==> config.mk <==
export PLATFORM = sky130hd
export DESIGN_NAME = div_8bit
export DESIGN_NICKNAME = d
export VERILOG_FILES = /design/src/rtl/div_8bit.sv
export SDC_FILE = /design/constraint.sdc
export NUM_CORES = 1
export LEC_CHECK = 0
export ABC_AREA = 1
export CORE_MARGIN = 1.5
export CORE_UTILIZATION = 34
export DETAILED_ROUTE_END_ITERATION = 7
export DONT_BUFFER_PORTS = 1
export SYNTH_ARGS = -nofsm -noshare
export SYNTH_HDL_FRONTEND = slang
export SYNTH_SLANG_ARGS = --single-unit
==> constraint.sdc <==
create_clock -name clk -period 2.9 [get_ports clk]
set_input_delay 0.29 -clock clk [delete_from_list [all_inputs] [get_ports clk]]
set_output_delay 0.29 -clock clk [all_outputs]
set_load 0.02 [all_outputs]
==> src/rtl/div_8bit.sv <==
// div_8bit: sequential restoring divider, one quotient bit per clock.
// Start/done handshake toward the control unit; results are registered and
// hold until the next accepted operation completes.
// Optional build macro DIV_SIGNED_EN adds the sgn input for two's-complement
// operands (magnitudes taken on accept, signs applied on the final edge).
module div_8bit #(
  parameter int unsigned WIDTH = 8
) (
  input  logic             clk,
  input  logic             rst,
  input  logic             start,
  input  logic [WIDTH-1:0] dividend,
  input  logic [WIDTH-1:0] divisor,
`ifdef DIV_SIGNED_EN
  input  logic             sgn,
`endif
  output logic             busy,
  output logic             done,
  output logic [WIDTH-1:0] quotient,
  output logic [WIDTH-1:0] remainder,
  output logic             div_by_zero
);

  localparam int unsigned CW = $clog2(WIDTH) + 1;

  typedef enum logic [1:0] {
    S_IDLE,
    S_RUN,
    S_DONE
  } state_t;

  state_t           state_q, state_d;
  logic [CW-1:0]    cnt_q, cnt_d;
  logic [WIDTH-1:0] div_q, div_d;     // latched divisor (magnitude)
  logic [WIDTH-1:0] racc_q, racc_d;   // partial remainder R
  logic [WIDTH-1:0] qacc_q, qacc_d;   // dividend/quotient shift register Q
  logic [WIDTH-1:0] quo_q, quo_d;
  logic [WIDTH-1:0] rem_q, rem_d;
  logic             dbz_q, dbz_d;
`ifdef DIV_SIGNED_EN
  logic             negq_q, negq_d;
  logic             negr_q, negr_d;
`endif

  logic             accept;
  logic [WIDTH-1:0] shifted;
  logic [WIDTH:0]   trial;
  logic [WIDTH-1:0] a_mag, b_mag;
  logic [WIDTH-1:0] r_next, q_next;

  // Next-state, datapath and result capture
  always_comb begin
    state_d = state_q;
    cnt_d   = cnt_q;
    div_d   = div_q;
    racc_d  = racc_q;
    qacc_d  = qacc_q;
    quo_d   = quo_q;
    rem_d   = rem_q;
    dbz_d   = dbz_q;
`ifdef DIV_SIGNED_EN
    negq_d  = negq_q;
    negr_d  = negr_q;
`endif

    accept = start && (state_q != S_RUN);

`ifdef DIV_SIGNED_EN
    a_mag = (sgn && dividend[WIDTH-1]) ? (~dividend + WIDTH'(1)) : dividend;
    b_mag = (sgn && divisor[WIDTH-1])  ? (~divisor + WIDTH'(1))  : divisor;
`else
    a_mag = dividend;
    b_mag = divisor;
`endif

    // Trial subtraction as add of the inverted divisor plus one; the
    // carry-out of the 9-bit sum set means the difference is non-negative.
    shifted = {racc_q[WIDTH-2:0], qacc_q[WIDTH-1]};
    trial   = {1'b0, shifted} + {1'b0, ~div_q} + (WIDTH+1)'(1);
    if (trial[WIDTH]) begin
      r_next = trial[WIDTH-1:0];
      q_next = {qacc_q[WIDTH-2:0], 1'b1};
    end else begin
      r_next = shifted;
      q_next = {qacc_q[WIDTH-2:0], 1'b0};
    end

    case (state_q)
      S_RUN: begin
        racc_d = r_next;
        qacc_d = q_next;
        cnt_d  = cnt_q + CW'(1);
        if (cnt_q == CW'(WIDTH - 1)) begin
          state_d = S_DONE;
          dbz_d   = 1'b0;
`ifdef DIV_SIGNED_EN
          quo_d   = negq_q ? (~q_next + WIDTH'(1)) : q_next;
          rem_d   = negr_q ? (~r_next + WIDTH'(1)) : r_next;
`else
          quo_d   = q_next;
          rem_d   = r_next;
`endif
        end
      end
      S_IDLE, S_DONE: begin
        state_d = S_IDLE;
        if (accept) begin
          if (divisor == '0) begin
            state_d = S_DONE;
            quo_d   = '1;
            rem_d   = dividend;
            dbz_d   = 1'b1;
          end else begin
            state_d = S_RUN;
            div_d   = b_mag;
            racc_d  = '0;
            qacc_d  = a_mag;
            cnt_d   = '0;
`ifdef DIV_SIGNED_EN
            negq_d  = sgn && (dividend[WIDTH-1] ^ divisor[WIDTH-1]);
            negr_d  = sgn && dividend[WIDTH-1];
`endif
          end
        end
      end
      default: state_d = S_IDLE;
    endcase
  end

  // State and datapath registers
  always_ff @(posedge clk or posedge rst) begin
    if (rst) begin
      state_q <= S_IDLE;
      cnt_q   <= '0;
      div_q   <= '0;
      racc_q  <= '0;
      qacc_q  <= '0;
      quo_q   <= '0;
      rem_q   <= '0;
      dbz_q   <= 1'b0;
`ifdef DIV_SIGNED_EN
      negq_q  <= 1'b0;
      negr_q  <= 1'b0;
`endif
    end else begin
      state_q <= state_d;
      cnt_q   <= cnt_d;
      div_q   <= div_d;
      racc_q  <= racc_d;
      qacc_q  <= qacc_d;
      quo_q   <= quo_d;
      rem_q   <= rem_d;
      dbz_q   <= dbz_d;
`ifdef DIV_SIGNED_EN
      negq_q  <= negq_d;
      negr_q  <= negr_d;
`endif
    end
  end

  // busy/done decode straight from the state register (DONE lasts one cycle)
  always_comb begin
    busy        = (state_q == S_RUN);
    done        = (state_q == S_DONE);
    quotient    = quo_q;
    remainder   = rem_q;
    div_by_zero = dbz_q;
  end

endmodule

# Word level (Yosys, flattened, before mapping)
# Index checks and enable logic that the tools add are counted.
[word_totals] register_bits=46 inputBits=19
[op_classes] n_addsub=3 n_eq_ne=8 n_mux=27 bitwise=2 reduce_logical=8
[ops] operator="$mux 8" n=9
[ops] operator="$pmux 8 s2" n=3
[ops] operator="$mux 7" n=2
[ops] operator="$pmux 7 s2" n=1
[ops] operator="$add 8x8->9" n=1
[ops] operator="$add 9x1->9 const B" n=1
[ops] operator="$logic_not 8->1" n=1
[ops] operator="$mux 4" n=2
[ops] operator="$not 8->8" n=1
[ops] operator="$pmux 4 s2" n=1
[ops] operator="$mux 2" n=3
[ops] operator="$ne 2x2->1 const B" n=3
[ops] operator="$reduce_and 3->1" n=2
[ops] operator="$add 4x1->4 const B" n=1
[ops] operator="$eq 4x3->1 const B" n=1
[ops] operator="$mux 1" n=4
[ops] operator="$ne 2x1->1 const B" n=2
[ops] operator="$pmux 2 s2" n=1
[ops] operator="$reduce_and 4->1" n=1
[ops] operator="$eq 2x1->1 const B" n=1
[ops] operator="$eq 2x2->1 const B" n=1
[ops] operator="$logic_not 2->1" n=1
[ops] operator="$pmux 1 s2" n=1
[ops] operator="$reduce_bool 2->1" n=1
[ops] operator="3 further kinds" n=3

# Longest topological paths before layout
[logic_depth] word_depth=6 mapped_depth=15

# Least setup slack after synthesis
# OpenSTA, ideal clock, no wires.
[synth_path] path_kind="register to register" start="reg qacc_q[7]" end="reg rem_q[3] (netlist: remainder[3])" setup_time_ps=63 arrival_ps=1722 setup_slack_ps=1115 path_stages_with_launch=14 n_path_buf=0 period_less_slack_ps=1785 path_cell_list="dfrtp_1 -> inv_1 -> ha_1 -> inv_1 -> fa_1 -> nand2_1 -> nand2_2 -> nand3_2 -> nand2_2 -> nor2_4 -> nand2_1 -> nand3_1 -> nand2_1 -> inv_1"
[synth_between] elab_chain_cells=5
[synth_rtl] element="start, declared" line_no="36" text="logic [WIDTH-1:0] qacc_q, qacc_d;"
[synth_rtl] element="start signal, assigned" line_no="150" text="qacc_q <= qacc_d;"
[synth_rtl] element="$add 8x8->9" line_no="79" text="trial = {1'b0, shifted} + {1'b0, ~div_q} + (WIDTH+1)'(1);"
[synth_rtl] element="$add 9x1->9" line_no="79"
[synth_rtl] element="$mux 8" line_no="80" text="if (trial[WIDTH]) begin"
[synth_rtl] element="$mux 8" line_no="93" text="if (cnt_q == CW'(WIDTH - 1)) begin"
[synth_rtl] element="$pmux 8 s2" line_no="88" text="case (state_q)"
[synth_rtl] element="end signal, assigned" line_no="152" text="rem_q <= rem_d;"
[synth_rtl] element="end, declared" line_no="38" text="logic [WIDTH-1:0] rem_q, rem_d;"
# Every way passes these cells. The select of a mux whose other input is x is not followed.
# A chain may end at the register's enable or synchronous reset.

# Final worst setup path
[layout_path] start="reg state_q[0]" end="reg cnt_q[2]"
[layout_lines] element="start, declared" line_no="32" text="state_t state_q, state_d;"
[layout_lines] element="start signal, assigned" line_no="146" text="state_q <= state_d;"
[layout_lines] element="$eq 2x1->1 (*)"
[layout_lines] element="via busy" line_no="17" text="output logic busy,"
[layout_lines] element="$reduce_bool 2->1 (no source line)"
[layout_lines] element="$reduce_and 3->1 (no source line)"
[layout_lines] element="end signal, assigned" line_no="147" text="cnt_q <= cnt_d;"
[layout_lines] element="end, declared" line_no="33" text="logic [CW-1:0] cnt_q, cnt_d;"
# Mark *: on every way through the listed nets, which the timed path passes. The rest lies on a longest branch.

==> reports/summary.txt <==
Async set or reset register ratio after synthesis: 1.000
Global-route wire length before repair: 10,020 um
Critical R2R Launch: state_q[0]
DR DRC count: 0
Grt total ovfl: 0
Register bit total from synthesis: 46
CP startpoint: state_q[0]
Antenna diodes: 0
Gp weighted congestion: 0.7905
Data arrival, critical path: 2.51 ns
Worst min path class: primary input to async pin
Nets: 370
Core area: 7370 um^2
CTS clk-pin slew, worst paths: 0.09 ns
Hold-fix buffers at CTS: 0
Antenna viol nets, final: 0
Area leader, netlist: dfrtp_1
R2r endpoint: cnt_q[2]
Area share of the largest cell type after synthesis: 0.4389
Worst R2R Path Depth: 7
Achievable frequency: 432.0 MHz
Cell depth of the worst setup path: 7
Status: finished, final reports clean
Clk buf depth: 2
Pin count of the biggest net entering global routing: 47
Die Span X: 90.83 um
CTS tree: done
Post-Synthesis Cells: 341
Setup TNS: 0 ns
Critical-path top delay cell: dfrtp_1
CTS Root Cell: clkbuf_8
DIE AREA: 8249 um^2
CTS H-tree depth: 2
All-Layer GR Usage: 0.1516
Clk sinks: 46
Cts bufs inserted: 5
Post-DR vias/cell: 4.666
Cell Area, Placed: 2673 um^2
CP max FO: 29
Cell Pwr Density: 1252 nW/um^2
Syn avg cell area: 7.691 um^2
Latest clock arrival within the worst-skew pair: 0.31 ns
FF-to-FF setup slack: 0.59 ns
Sequential cell area: 1151 um^2
Vias in the first global route: 2,097
# rows: 31
Min cycle time layout: 2.315 ns
Worst Path Buf+Inv: 3
Maximum vdd drop: 0.4462 mV
Post-Route WL: 5821 um
Final std cell area, no fill: 2768 um^2
Initial core utilization: 0.3559
Share of cells above drive strength 1: 0.08798
Synth cell types: 30
Initial antenna violation count: 0
Family with the most delay on the worst path: simple AND/OR/NAND/NOR gates
RSZ-0062 raised after global routing: false
Number of synthesized flops with an enable pin: 0
Primary FF master, synth: dfrtp_1
Final period util: 0.7982
Seq/Total Area, Yosys: 0.4389
Total number of vias: 2,053
Slew Limit Fails: 0
I/O Buffers: 0
Crit start category: flip-flop
Multi-input logic area: 1181 um^2
CP Capture Type: flip-flop
Cell repeated most along the worst path: inv_2
Fillers: 775
DR iter-0 viols: 111
Slew of the pin with the lowest slew margin: 0.9678 ns
Static Leak: 0.001433 uW
Syn nets: 371
Final setup viols: 0
Most common cell in the synthesized netlist: nand2_1
Die Height: 90.83 um
Number of I/O pins: 38
DR pass1 iterations: 4
Post-DP HPWL: 4384 um
Area growth syn-to-layout: 5.534%
Crit-path cells: inv_2, nor2_4, inv_1, nand2_2, inv_2, a21oi_1, nor2_1
Final hold vios: 0
Cts repair resizes: 0
Final Skew: 0.01020 ns
Setup crit end: cnt_q[2]
Worst Path Required: 3.09 ns
Yosys Warn Count: 0
Synthesized area: 2623 um^2
Type of the worst setup path: flip-flop to flip-flop
Wire length per cell: 13.23 um
Slew HR: 0.3538
Top cells by area, synth: dfrtp_1, nand2_1, inv_1, nor2_1, ha_1
# Post-CTS Setup Buffers: 0
Max cap viols: 0
Max incr delay on CP: 0.64 ns
Top cells by count, synth: nand2_1, inv_1, dfrtp_1
worst min path at each step:
stage / to / slack, ns
2_1_floorplan: div_q[0] / 0.40
3_3_place_gp: div_q[0] / 0.41
3_5_place_dp: div_q[0] / 0.41
4_1_cts: div_q[0] / 0.09
5_1_grt: div_q[0] / 0.09
6_report: cnt_q[3] / 0.08
worst reg2reg max path, stage by stage, from the launching register on:
cell and delay (ns):
dfrtp_1 0.64, inv_2 0.31, nor2_4 0.27, inv_1 0.11
nand2_2 0.48, inv_2 0.18, a21oi_1 0.16, nor2_1 0.06
layout by cell type (no fill, tap or decap), types with 2 or more instances in the layout:
cell and n:
a21oi_1 13, a21oi_2 2, a31oi_1 3, clkbuf_8 6, dfrtp_1 46, ha_1 10
inv_1 53, inv_2 3, nand2_1 95, nand2_2 4, nand3_1 22, nand3b_1 2
nor2_1 34, nor2_4 2, o21ai_0 20, o21ai_2 6, or2_0 7
final cells by class:
type	instances	area share
Clock buffer	6	0.02984
Clock inverter	2	0.004521
Inverter	57	0.07821
Multi-Input combinational cell	230	0.4268
Sequential cell	46	0.4159
Tap cell	99	0.04476
kinds of logic after synthesis:
| group | synth area share |
|---|---|
| AND/OR/NAND/NOR | 0.2824 |
| flip-flops | 0.4389 |
| buffers and inverters | 0.1107 |
| XOR/XNOR | 0.006681 |
| AO/OA/AOI/OAI | 0.1059 |
| adder cells (fa/ha/maj) | 0.05534 |
power by group:
| part | internal, uW | total (uW) | leakage, uW | switching (uW) |
|---|---|---|---|---|
| registers | 926 | 1250 | 0.000540 | 328 |
| logic | 612 | 1790 | 0.000845 | 1180 |
| clock network | 192 | 417 | 0.0000472 | 225 |
registers in the layout, summed over array words and instances, names as in the netlist:
| signal | count |
|---|---|
| div_by_zero | 1 |
| div_q | 8 |
| cnt_q | 4 |
| qacc_q | 8 |
| remainder | 8 |
| racc_q | 7 |
| quotient | 8 |
| state_q | 2 |
through the flow:
stage                     worst slack, ns  utilization  hold WS [ns]  instances  power (uW)
after CTS                          0.6172       0.3756       0.08873        440        3490
after detailed placement           0.6450       0.3626        0.4115        432        3060
final                              0.5853       0.3756       0.07875        440        3466
after floorplan                     1.115            -        0.3996        341        2739
after global routing               0.3893       0.3756       0.08597        440        3827
after global placement             0.6387       0.3626        0.4080        432        3037
layer usage:
layer,part of all wire,global-route usage,vias up
li1,-,-,1057
met1,0.46,0.1940,932
met2,0.46,0.2494,51
met3,0.055,0.03788,13
met4,0.025,0.05078,0
met5,0,0,-
Power figures use the tool's default switching activity.
